$ cat src/rtl/fetch_unit.sv
// fetch_unit: owns the PC, issues in-order imem requests and buffers returned words for decode.
// Optional feature macro FETCH_MISALIGN_EN: trap misaligned redirect targets instead of masking them.
module fetch_unit #(
    parameter int unsigned     XLEN     = 32,
    parameter logic [XLEN-1:0] RESET_PC = '0,
    parameter int unsigned     DEPTH    = 2
) (
    input  logic            clk,
    input  logic            reset,
    output logic            imem_req_valid,
    input  logic            imem_req_ready,
    output logic [XLEN-1:0] imem_req_addr,
    input  logic            imem_rsp_valid,
    input  logic [31:0]     imem_rsp_data,
    output logic            inst_valid_d,
    output logic [31:0]     inst_d,
    output logic [XLEN-1:0] pc_d,
    output logic [XLEN-1:0] pc4_d,
    input  logic            stall_d,
    input  logic            redirect_d,
    input  logic [XLEN-1:0] target_d,
    input  logic            redirect_e,
    input  logic [XLEN-1:0] target_e,
    output logic            fetch_misalign,
    output logic [XLEN-1:0] misalign_pc
);
    localparam int unsigned AW = $clog2(DEPTH);
    localparam int unsigned CW = AW + 1;
    localparam int unsigned SW = CW + 2;

    logic [31:0]     inst_buf [DEPTH];
    logic [XLEN-1:0] pc_buf   [DEPTH];
    logic [AW-1:0]   head, tail;
    logic [CW-1:0]   count, outstanding, drop, inflight, flush_drop;
    logic [XLEN-1:0] pc, rsp_pc, raw_target, target;
    logic            run, halt, redirect, req_fire, pop, rsp_keep, rsp_drop, room;

    always_comb begin
        redirect   = redirect_e || redirect_d;
        raw_target = redirect_e ? target_e : target_d;
`ifdef FETCH_MISALIGN_EN
        target     = raw_target;
`else
        target     = raw_target & ~XLEN'(3);
`endif
        inflight   = drop + outstanding;
        flush_drop = inflight - CW'(imem_rsp_valid && (inflight != '0));
        // stale responses still occupy imem slots, so they count against DEPTH
        room           = (SW'(count) + SW'(inflight)) < SW'(DEPTH);
        imem_req_valid = !reset && run && !redirect && !halt && room;
        imem_req_addr  = pc;
        req_fire       = imem_req_valid && imem_req_ready;
        rsp_keep       = imem_rsp_valid && (drop == '0) && !redirect && !reset;
        rsp_drop       = imem_rsp_valid && (drop != '0);
        inst_valid_d   = (count != '0);
        inst_d         = inst_buf[head];
        pc_d           = pc_buf[head];
        pc4_d          = pc_buf[head] + XLEN'(4);
        pop            = inst_valid_d && !stall_d;
    end

    always_ff @(posedge clk) begin
        if (reset) begin
            pc          <= RESET_PC;
            rsp_pc      <= RESET_PC;
            head        <= '0;
            tail        <= '0;
            count       <= '0;
            outstanding <= '0;
            drop        <= flush_drop;
            run         <= 1'b0;
        end else begin
            run <= 1'b1;
            if (redirect) begin
                pc          <= target;
                rsp_pc      <= target;
                head        <= '0;
                tail        <= '0;
                count       <= '0;
                outstanding <= '0;
                drop        <= flush_drop;
            end else begin
                if (req_fire) pc <= pc + XLEN'(4);
                if (rsp_keep) begin
                    tail   <= tail + AW'(1);
                    rsp_pc <= rsp_pc + XLEN'(4);
                end
                if (pop) head <= head + AW'(1);
                if (rsp_drop) drop <= drop - CW'(1);
                count       <= count + CW'(rsp_keep) - CW'(pop);
                outstanding <= outstanding + CW'(req_fire) - CW'(rsp_keep);
            end
        end
    end

    // the PC of each kept word is implied by the sequential request stream since the last flush
    always_ff @(posedge clk) begin
        if (rsp_keep) begin
            inst_buf[tail] <= imem_rsp_data;
            pc_buf[tail]   <= rsp_pc;
        end
    end

`ifdef FETCH_MISALIGN_EN
    logic            misalign_q;
    logic [XLEN-1:0] misalign_pc_q;

    always_ff @(posedge clk) begin
        if (reset) begin
            misalign_q    <= 1'b0;
            misalign_pc_q <= '0;
        end else if (redirect) begin
            if (raw_target[1:0] != 2'b00) begin
                misalign_q    <= 1'b1;
                misalign_pc_q <= raw_target;
            end else begin
                misalign_q    <= 1'b0;
            end
        end
    end

    always_comb begin
        halt           = misalign_q;
        fetch_misalign = misalign_q;
        misalign_pc    = misalign_pc_q;
    end
`else
    always_comb begin
        halt           = 1'b0;
        fetch_misalign = 1'b0;
        misalign_pc    = '0;
    end
`endif

endmodule
$ cat config.mk
export PLATFORM = sky130hd
export DESIGN_NAME = fetch_unit
export DESIGN_NICKNAME = d
export VERILOG_FILES = /design/src/rtl/fetch_unit.sv
export SDC_FILE = /design/constraint.sdc
export NUM_CORES = 1
export LEC_CHECK = 0
export CAP_MARGIN = 30
export CORE_ASPECT_RATIO = 0.5
export CORE_MARGIN = 10
export CORE_UTILIZATION = 49
export DETAILED_ROUTE_END_ITERATION = 8
export PLACE_DENSITY = 0.78
export SLEW_MARGIN = 10
export SYNTH_ARGS = -nofsm -noshare
export SYNTH_HDL_FRONTEND = slang
export SYNTH_SLANG_ARGS = --single-unit
$ cat constraint.sdc
create_clock -name clk -period 6.5 [get_ports clk]
set_clock_uncertainty 0.2 [all_clocks]
set_input_delay 1.625 -clock clk [delete_from_list [all_inputs] [get_ports clk]]
set_output_delay 1.625 -clock clk [all_outputs]
set_load 0.02 [all_outputs]
* Yosys cells after proc, flatten, opt, wreduce, memory -nomap -nowiden
Memory sizes are Yosys's and may differ from the RTL's. A register that Yosys moved wholly into a read port is not among the register bits.
Index checks and enable logic that the tools add are counted.
** Word-level totals
- Memories kept :: 2
- Register bits after elaboration :: 73
- RAM bits :: 128
- Word-level logic and storage cells :: 63
- Output and inout bits :: 163
** Memory list
- inst_buf :: depth 2, width 32, rd ports 1, clocked after Yosys merged registers in 1, write ports 1, line 31 : logic [31:0] inst_buf [DEPTH];
- pc_buf :: depth 2, width 32, rd ports 1, clocked after Yosys merged registers in 1, write ports 1, line 32 : logic [XLEN-1:0] pc_buf [DEPTH];
** Operators by class
- Reduce and logical (&&, ||, !) cells :: 22
- Mux-type cells :: 15
- Order comparisons :: 1
- Add/sub/neg operators :: 13
** Operators with widths (number)
- 2-to-1 mux 32 bit :: 5
- adder 32 x 3 -> 32 bit (second input constant) :: 3
- logical AND 1 bit :: 10
- nonzero test 2 bit :: 5
- 2-to-1 mux 1 bit :: 7
- 2-to-1 mux 2 bit :: 3
- subtractor 2 x 1 -> 2 bit :: 3
- adder 2 x 1 -> 2 bit :: 2
- adder 2 x 2 -> 3 bit :: 1
- zero test 1 bit :: 3
- < comparator 3 x 2 -> 1 bit (second input constant) :: 1
- nonzero test 3 bit :: 1
- adder 1 bit (second input constant) :: 2
- adder 2 bit :: 1
- zero test 2 bit :: 1
- OR reduction 2 bit :: 1
- subtractor 2 x 1 -> 2 bit (second input constant) :: 1
- logical OR 1 bit :: 1

* Longest topological paths before layout
- Depth after elaboration :: 7
- Mapped depth :: 15
- Mapped depth without buffers :: 13

* Worst setup path before layout
No wires, ideal clock.
- Path kind :: in2reg
- From :: input port redirect_d
- To :: memory inst_buf[0][0], enable pin
- Data required time :: 5818 ps
- Cell stages on the path :: 6
- Arrival time :: 5230 ps
- Buffers on the path :: 2
- Library setup time :: 482 ps
- Path slack :: 588 ps
- Path through :: buf_2 > or2_2 > clkbuf_1 > nor2_1 > inv_1 > nor2_1
** Between the ends
- Cells in the longest elaborated chain, start to end :: 6
** RTL lines
- from (decl) :: line 20 : input logic redirect_d,
- logical OR 1 bit :: line 39 : redirect = redirect_e || redirect_d;
- zero test 1 bit :: line 53 : rsp_keep = imem_rsp_valid && (drop == '0) && !redirect && !reset;
- logical AND 1 bit (2 in a row) :: line 53
- 2-to-1 mux 1 bit :: line 98 : if (rsp_keep) begin
- 2-to-1 mux 1 bit (not written as such) :: line 99 : inst_buf[tail] <= imem_rsp_data;
- to (decl) :: line 31
Every way passes these cells.

==> reports/metrics.yaml <==
hold_viol: 0
drt_iter0_drc: 1175
clock_sinks: 194
finalPower_mw: 2.884
grt_first_pass_wirelength_um: 46500
yosys-top-cells-area: "edfxtp_1, dfxtp_1, mux2_2"
synth_area_per_cell_um2: 10.89
die_area_um2: 26770
crit_slowest_cell: "dfxtp_4"
setup_slack_ns: 0.8907
maxSlewHeadroom: 0.4148
fin_nets: 1229
comb_power_share: 0.139
cap_violations: 0
wl_per_cell_um: 21.59
yosys_register_bits: 194
p_int_mw: 2.064
holdWs_ns: 0.3196
yosysWarnings: 0
post-place-ws_ns: 1.244
io_pins: 266
final_util: 0.6526
p_leak_nw: 4.430
drc: 0
worst_skew_pair.late_latency_ns: 0.45
numCtsBuffers: 17
r2r_end: "imem_req_addr[17]$_SDFFE_PP0P_"
antenna_found_initial: 0
hp-class: "flip-flop to flip-flop"
crit_path_cell_trace: "mux2i_1 > inv_1 > ha_1 > nand4_1 > a22oi_2 > nand4_1 > nor3_1 > xor2_1 > clkdlybuf4s50_1"
critPathLaunchType: "flip-flop"
wl_um: 30100
clk_path_buf_depth: 2
p_per_area_nw_per_um2: 224.5
worst_pin_slew_ns: 0.8757
diodes: 0
grt_overflow: 0
port_buffers: 222
area_growth_syn_to_layout_pct: 29.02
ctsHoldBuffers: 0
ys.flop_type: "edfxtp_1"
holdPathStages: 0
crit_type: "flip-flop to output pin"
rows: 36
r2r-start: "drop[0]$_DFFE_PP_"
netlist.area_leader.share: 0.3800
grt_max_degree: 63
ant_nets: 0
vias: 8311
clkTransAtPathRegs_ns: 0.08
max_freq_mhz: 178.3
die_width_um: 221.6
gp_congestion: 0.9064
fin_crit_sh: 0.8630
arrival_ns: 3.78
drive_above_1_share: 0.1099
rr_worst_depth: 11
post_cts_resized: 0
grt.busiest_layer: "met2"
peakVddDrop_v: 0.0001637
crit_fanout: 57
syn_inst: 914
min_period_ns: 5.609
dpl.hpwl_um: 22360
syn_area_um2: 9957
r2r_slack_ns: 2.61
cpMostUsedCell: "nand4_1"
gr-usage-met2: 0.3554
clkPwrFrac: 0.375
track_usage: 0.2162
switchingPower_uw: 820.6
crit_path_end_kind: "output pin"
critPathRequiredTime_ns: 4.68
status: "completed"
seq_power_share: 0.486
min_to: "pc_buf[0][20]$_DFFE_PP_"
finalSetupViolCount: 0
synthDistinctLibCells: 79
max_stage_delay_ns: 0.79
core_area_um2: 19680
h-tree-depth: 4
async_flop_share: 0
synth.yosys.seq_area_share: 0.5167
rsz0062_at_grt: "no"
initial_core_util: 0.5058
holdCritStartpoint: "rsp_pc[20]$_SDFFE_PP0P_"
tns_ns: 0
slew_viol_final: 0
use_met1: 0.2763
cts_setup_buffers: 0
viasPerCell: 5.962
die_y_um: 120.8
drt_first_pass_iters: 5
ctsRootBufferMaster: "clkbuf_16"
cts_tree: "built"
grtUsageMet3: 0.04185
grt_pass1_vias: 8181
synth-edff-count: 126
yosys.area.top_type: "edfxtp_1"
switching_share: 0.2845
[cell families after synthesis]
kind of cell             count (synthesis)  synth area share
AND/OR/NAND/NOR                        282            0.1537
AO/OA/AOI/OAI                          209            0.1449
flip-flops                             194            0.5167
buffers and inverters                  111           0.06157
multiplexers                            67           0.07389
XOR/XNOR                                39           0.03431
adder cells (fa/ha/maj)                 11           0.01458
other                                    1         0.0003766
[flip-flops by register name, indices dropped and copies added, names as in the netlist, named ones only]
| register | flops |
|---|---|
| inst_buf | 64 |
| pc_buf | 60 |
| imem_req_addr | 30 |
| rsp_pc | 30 |
| count | 2 |
| drop | 2 |
| outstanding | 2 |
| head | 1 |
| run | 1 |
| tail | 1 |
[cell usage in the layout (no fill, tap or decap), types with 16 or more instances in the layout]
cell type        synthesis  routed
a211oi_1                24      24
edfxtp_1               126     126
dfxtp_1                 68      67
conb_1                   1      39
mux2_2                  52      52
nand3_1                 36      36
a22oi_1                 17      17
nand2_1                 72      72
clkbuf_16                0      17
o21ai_0                 25      25
nor3_1                  23      23
xnor2_1                 25      25
inv_1                   23      23
clkdlybuf4s50_1          0     222
nor2_1                  36      34
and3_1                  17      16
nand4_1                 23      23
a21oi_1                 55      55
[worst max-delay path, delay by kind of cell (launching register included)]
kind,cells,cell delay (ns)
mux,1,0.19
xor+xnor,1,0.19
buf+inv,2,0.74
flops,1,0.79
fa+ha+maj,1,0.23
simple gates,3,0.82
compound gates,1,0.38
[how the worst max path moves through the flow]
stage	startpoint	endpoint	slack (ns)	cells after the start
CTS	flip-flop	pc4_d[28]	0.83	9
global route	flip-flop	pc4_d[28]	0.58	9
finish	flip-flop	pc4_d[28]	0.89	9
floorplan	redirect_d	inst_buf[0][0]$_DFFE_PP_	0.59	6
global placement	redirect_d	imem_req_valid	1.26	4
detailed placement	redirect_d	imem_req_valid	1.24	4
[per-layer routing]
layer | share of wire | vias to the layer above
met4 | 0.026 | 0
li1 | - | 3832
met2 | 0.48 | 395
met5 | 0 | -
met3 | 0.081 | 53
met1 | 0.42 | 4031
[per-stage QoR]
step           std cells  instance area, µm²
2_1_floorplan        952               10100
3_3_place_gp        1362               12230
3_5_place_dp        1362               12230
4_1_cts             1394               12850
5_1_grt             1394               12850
6_report            1394               12850
[Yosys cell counts, types with 5 or more instances]
cell type	count
mux2_2	52
nand3_1	36
o21ai_0	25
a22o_1	14
dfxtp_1	68
clkbuf_1	28
a21oi_1	55
edfxtp_1	126
ha_1	10
nor4_1	14
mux2i_1	15
a311oi_1	10
nor3_1	23
o221ai_1	5
a31oi_1	10
and4_1	5
a22oi_1	17
nand4_1	23
inv_1	23
and2_1	6
nor2_1	36
o31ai_1	9
and3_1	17
nand2b_1	7
xor2_1	14
o22ai_1	6
a211oi_1	24
buf_4	39
nand4b_1	5
xnor2_1	25
buf_2	12
nand2_1	72
[cell type report]
| cell class | count | area, µm² |
|---|---|---|
| Fill cell | 1480 | 6838 |
| Sequential cell | 194 | 5149 |
| Multi-Input combinational cell | 647 | 4355 |
| Timing Repair Buffer | 231 | 2302 |
| Clock buffer | 17 | 425.4 |
| Tap cell | 266 | 332.8 |
| Clock inverter | 15 | 191.4 |
| Inverter | 24 | 90.09 |
[power by group through the flow]
stage | Combinational, mW | Clock (mW) | Sequential [mW]
floorplan | 0.230 | 0 | 1.43
global placement | 0.382 | 0 | 1.42
detailed placement | 0.393 | 0 | 1.43
CTS | 0.395 | 1.09 | 1.40
global route | 0.431 | 1.14 | 1.41
finish | 0.400 | 1.08 | 1.40
(Power assumes the default switching activity.)
